$ cat src/rtl/i_refill_responder.sv
// rtl/i_refill_responder.sv - I-cache refill responder: one-cycle ack, then back-to-back beats from sync-read imem
// Optional I_REFILL_OUT_REG_EN: registered data output with an extra PRE state ahead of ACK.
`ifndef CACHE_BLOCK_SIZE
`define CACHE_BLOCK_SIZE 64
`endif
`ifndef MEM_TRANS_SIZE
`define MEM_TRANS_SIZE 16
`endif

module i_refill_responder #(
  parameter int BLOCK_BITS = `CACHE_BLOCK_SIZE,
  parameter int TRANS_BITS = `MEM_TRANS_SIZE,
  parameter int ADDR_W     = 16 - $clog2(BLOCK_BITS),
  parameter int BEATS      = BLOCK_BITS / TRANS_BITS,
  parameter int MEM_ADDR_W = ADDR_W + $clog2(BEATS)
) (
  input  logic                  clk,
  input  logic                  n_rst,
  input  logic                  req,
  input  logic [ADDR_W-1:0]     address,
  output logic                  ack,
  output logic [TRANS_BITS-1:0] data,
  output logic                  mem_rd_en,
  output logic [MEM_ADDR_W-1:0] mem_addr,
  input  logic [TRANS_BITS-1:0] mem_rdata,
  output logic                  busy,
  output logic [15:0]           refill_count
);

  localparam int IDX_W = $clog2(BEATS);
  localparam int CNT_W = IDX_W + 1;
  localparam logic [CNT_W-1:0] BEATS_C = CNT_W'(BEATS);
  localparam logic [CNT_W-1:0] LAST_C  = CNT_W'(BEATS - 1);

  typedef enum logic [2:0] {S_IDLE, S_PRE, S_ACK, S_STREAM, S_DONE} state_t;

  state_t            state_q, state_d;
  logic [ADDR_W-1:0] block_addr_q, block_addr_d;
  logic [CNT_W-1:0]  beat_q, beat_d;
  logic [CNT_W-1:0]  out_q, out_d;
  logic [15:0]       refill_count_q, refill_count_d;
  logic              rd_beat;

  always_ff @(posedge clk or negedge n_rst) begin
    if (!n_rst) begin
      state_q        <= S_IDLE;
      block_addr_q   <= '0;
      beat_q         <= '0;
      out_q          <= '0;
      refill_count_q <= '0;
    end else begin
      state_q        <= state_d;
      block_addr_q   <= block_addr_d;
      beat_q         <= beat_d;
      out_q          <= out_d;
      refill_count_q <= refill_count_d;
    end
  end

  // beat_q is the next word to read; out_q counts beats already presented in STREAM.
  always_comb begin
    state_d        = state_q;
    block_addr_d   = block_addr_q;
    beat_d         = beat_q;
    out_d          = out_q;
    refill_count_d = refill_count_q;
    ack            = 1'b0;
    mem_rd_en      = 1'b0;
    mem_addr       = '0;
    rd_beat        = 1'b0;
    busy           = (state_q != S_IDLE);
    case (state_q)
      S_IDLE: begin
        if (req) begin
          block_addr_d = address;
          beat_d       = '0;
          out_d        = '0;
`ifdef I_REFILL_OUT_REG_EN
          state_d      = S_PRE;
`else
          state_d      = S_ACK;
`endif
        end
      end
      S_PRE: begin
        rd_beat = 1'b1;
        state_d = S_ACK;
      end
      S_ACK: begin
        ack     = 1'b1;
        rd_beat = (beat_q < BEATS_C);
        out_d   = '0;
        state_d = S_STREAM;
      end
      S_STREAM: begin
        rd_beat = (beat_q < BEATS_C);
        if (out_q == LAST_C) begin
          refill_count_d = (refill_count_q == 16'hFFFF) ? refill_count_q : refill_count_q + 16'd1;
          state_d        = S_DONE;
        end else begin
          out_d = out_q + CNT_W'(1);
        end
      end
      S_DONE: begin
        if (!req) state_d = S_IDLE;
      end
      default: state_d = S_IDLE;
    endcase
    if (rd_beat) begin
      mem_rd_en = 1'b1;
      mem_addr  = (MEM_ADDR_W'(block_addr_q) << IDX_W) | MEM_ADDR_W'(beat_q);
      beat_d    = beat_q + CNT_W'(1);
    end
  end

`ifdef I_REFILL_OUT_REG_EN
  logic [TRANS_BITS-1:0] data_q, data_d;

  // Load only when the next cycle presents a beat, so the register reads 0 outside STREAM.
  always_comb begin
    data_d = (state_d == S_STREAM) ? mem_rdata : '0;
  end

  always_ff @(posedge clk or negedge n_rst) begin
    if (!n_rst) data_q <= '0;
    else        data_q <= data_d;
  end

  assign data = data_q;
`else
  assign data = (state_q == S_STREAM) ? mem_rdata : '0;
`endif

  assign refill_count = refill_count_q;

endmodule

$ cat config.mk
export PLATFORM = sky130hd
export DESIGN_NAME = i_refill_responder
export DESIGN_NICKNAME = d
export VERILOG_FILES = /design/src/rtl/i_refill_responder.sv
export SDC_FILE = /design/constraint.sdc
export NUM_CORES = 1
export LEC_CHECK = 0
export CAP_MARGIN = 20
export CORE_ASPECT_RATIO = 0.6
export CORE_MARGIN = 5
export CORE_UTILIZATION = 43
export CTS_CLUSTER_SIZE = 16
export DETAILED_ROUTE_END_ITERATION = 16
export PLACE_DENSITY_LB_ADDON = 0.12
export SLEW_MARGIN = 20
export SYNTH_ARGS = -nofsm -noshare
export SYNTH_HDL_FRONTEND = slang
export SYNTH_SLANG_ARGS = --single-unit
$ cat constraint.sdc
create_clock -name clk -period 2.2 [get_ports clk]
set_clock_uncertainty 0.05 [all_clocks]
set_input_delay 0.44 -clock clk [delete_from_list [all_inputs] [get_ports clk]]
set_output_delay 0.44 -clock clk [all_outputs]
set_load 0.02 [all_outputs]
==> out/qor.csv <==
metric;value;unit
rr_startpoint;out_q[0]$_DFFE_PN0P_;
wl_per_cell;14.4;um
grt_usage;0.169;
dpl_worst_slack;96.4;ps
clock_sinks;35;
yosys-top-cells-count;35 x dfrtp_1, 17 x and2_1, 12 x mux2_2;
hold_ws;445;ps
utilization;0.679;
status;finished clean;
critPathKind;register to output port;
synth_fp_nets;202;
grt_max_degree;36;
rr_worst_depth;6;
yosys.area.top_type;dfrtp_1;
dpl.hpwl;3.60;mm
grt_remaining_overflow;0;
regToRegEndpoint;refill_count[10]$_DFFE_PN0P_;
finalSetupViolCount;0;
synth_top_flop_cell;dfrtp_1;
stdcell_count;319;
drc;0;
p_switching;1.26;mW
finalHoldViolations;0;
ys_top_cells_by_area;dfrtp_1 48%, mux2_2 7.3%, and2_1 5.8%;
synth.cell_area;1840;um2
pwr-share-comb;0.538;
fp.coreArea;4120;um2
worstPathMaxFanout;8;
num_antenna_cells;0;
hp-start;out_q[0]$_DFFE_PN0P_;
r2r_setup_slack;210;ps
worstSetupEndpointType;output port;
cp.arrival;1630;ps
min_period_over_period;0.964;
holdPathEnd;out_q[0]$_DFFE_PN0P_;
total_power;3.22;mW
die-area;5740;um2
cts_tree;done;
hold_class;register to register;
grt_antenna_before_repair;0;
die_h;60.7;um
drt-total-wl;4.61;mm
final.min_clock_period;2120;ps
first_global_vias;1574;
die_x;94.5;um
p_int;1.95;mW
ant_nets;0;
p_leak;1.33;nW
start_kind;register;
postSynthAreaPerCell;10.9;um2
syn-instance-count;169;
synth-async-reset-ratio;1.00;
power.density;1150;nW/um2
synth_edf_count;0;
port_buffers;75;
clk_latency;280;ps
worst_ep_required_time;1710;ps
max_cap_viol_count;0;
grt_pass1_wl;7.55;mm
rows;18;
fin_setup_tns;0;ps
ys_ff_latch;35;
routed_via_density;4.99;
timing_max_transition_violations_final;0;
hold_depth;1;
dp.cells;309;
switching_share;0.392;
pwr-share-seq;0.305;
rsz0062_at_grt;no;
final_area;2800;um2
dr.pass1.iters;4;
fin_ws;80.1;ps
worst_pin_slew;507;ps
post_dp_cell_area;2720;um2
post-synth-top-count-cell;dfrtp_1;
layout-drive-gt1-share;0.170;
nets;291;
start_util;0.447;
area_delta_synth_final;51.7;%
synth_cell_types;42;
fmax;0.472;GHz
htreeDepth;2;
synth_top_cell_area_share;0.475;
ir_drop;0.642;mV
clock_power_share;0.157;
gp_congestion;0.779;
io_pins;76;
first_iter_violations;94;
cts_buffer_depth;2;
clk_pin_slew;70;ps
ctsRootBufferMaster;clkbuf_8;
ys_warn_count;0;
num_vias;1593;
cts_buffers;5;
ys_seq_area_frac;0.475;
slew_headroom;0.659;
how the worst max path moves through the flow:
stage,start,to,slack (ps),cells past startpoint
after detailed placement,mem_rdata[12],data[12],100,3
after CTS,state_q[2]$_DFFE_PN0P_,ack,5,4
final,state_q[0]$_DFFE_PN0P_,mem_rd_en,80,4
after global placement,mem_rdata[12],data[12],90,3
after floorplan,refill_count[0]$_DFFE_PN0P_,refill_count[1]$_DFFE_PN0P_,390,5
after global routing,state_q[2]$_DFFE_PN0P_,data[4],4,5
cells by family (layout without fill, tap and decap cells):
logic type / Yosys count / after routing / synth area share
AO/OA/AOI/OAI: 11 / 11 / 0.0428
multiplexers: 14 / 14 / 0.0869
AND/OR/NAND/NOR: 81 / 81 / 0.272
XOR/XNOR: 15 / 15 / 0.0713
flip-flops: 35 / 35 / 0.475
buffers and inverters: 9 / 99 / 0.0251
adder cells (fa/ha/maj): 4 / 4 / 0.0272
flip-flops by register name, indices dropped and copies added, names as in the netlist:
| name | cells |
|---|---|
| beat_q | 3 |
| block_addr_q | 10 |
| out_q | 3 |
| refill_count | 16 |
| state_q | 3 |
power groups by stage:
stage | sequential (mW) | combinational [mW] | clock (mW)
6_report | 0.982 | 1.73 | 0.506
5_1_grt | 1.01 | 1.88 | 0.546
4_1_cts | 0.983 | 1.73 | 0.519
3_5_place_dp | 0.995 | 1.91 | 0
3_3_place_gp | 0.986 | 1.88 | 0
2_1_floorplan | 0.997 | 1.04 | 0
cells in the final DEF, fill, tap and decap left out, types with 5 or more instances in the layout:
cell / netlist / routed
clkdlybuf4s50_1: 0 / 44
nor3_1: 5 / 5
dfrtp_1: 35 / 35
nand2_1: 11 / 11
clkdlybuf4s15_1: 0 / 12
mux2_2: 12 / 12
buf_4: 1 / 13
clkbuf_8: 0 / 7
and3_1: 11 / 11
dlygate4sd2_1: 0 / 14
nor2_1: 7 / 7
and2_1: 17 / 17
xor2_1: 11 / 11
routing by layer:
metal  up-vias  share of wire  track usage
met5         -              0            0
met4         0         0.0046       0.0452
met3         3          0.083       0.0483
met2        61           0.43        0.261
met1       755           0.48        0.236
li1        774              -            -
worst max-delay path, stage by stage, from the launching register on:
cell           delay (ps)
dfrtp_1               400
or2_4                 290
and2_1                170
buf_4                 160
dlygate4sd2_1         320
what timing repair did:
| item | in CTS | in global routing |
|---|---|---|
| gates cloned | 0 | 0 |
| pin swaps | 0 | 1 |
| setup endpoints to repair | 30 | 18 |
| resized for setup | 30 | 21 |
| buffers inserted | 0 | 2 |
| hold buffers | 0 | 0 |
area by class of cell:
class	count	area, um2
Timing Repair Buffer	88	813
Fill cell	340	1330
Tap cell	60	75.1
Inverter	3	11.3
Multi-Input combinational cell	125	921
Sequential cell	35	876
Clock buffer	8	100
No activity file was read; power rests on OpenSTA's default activity.
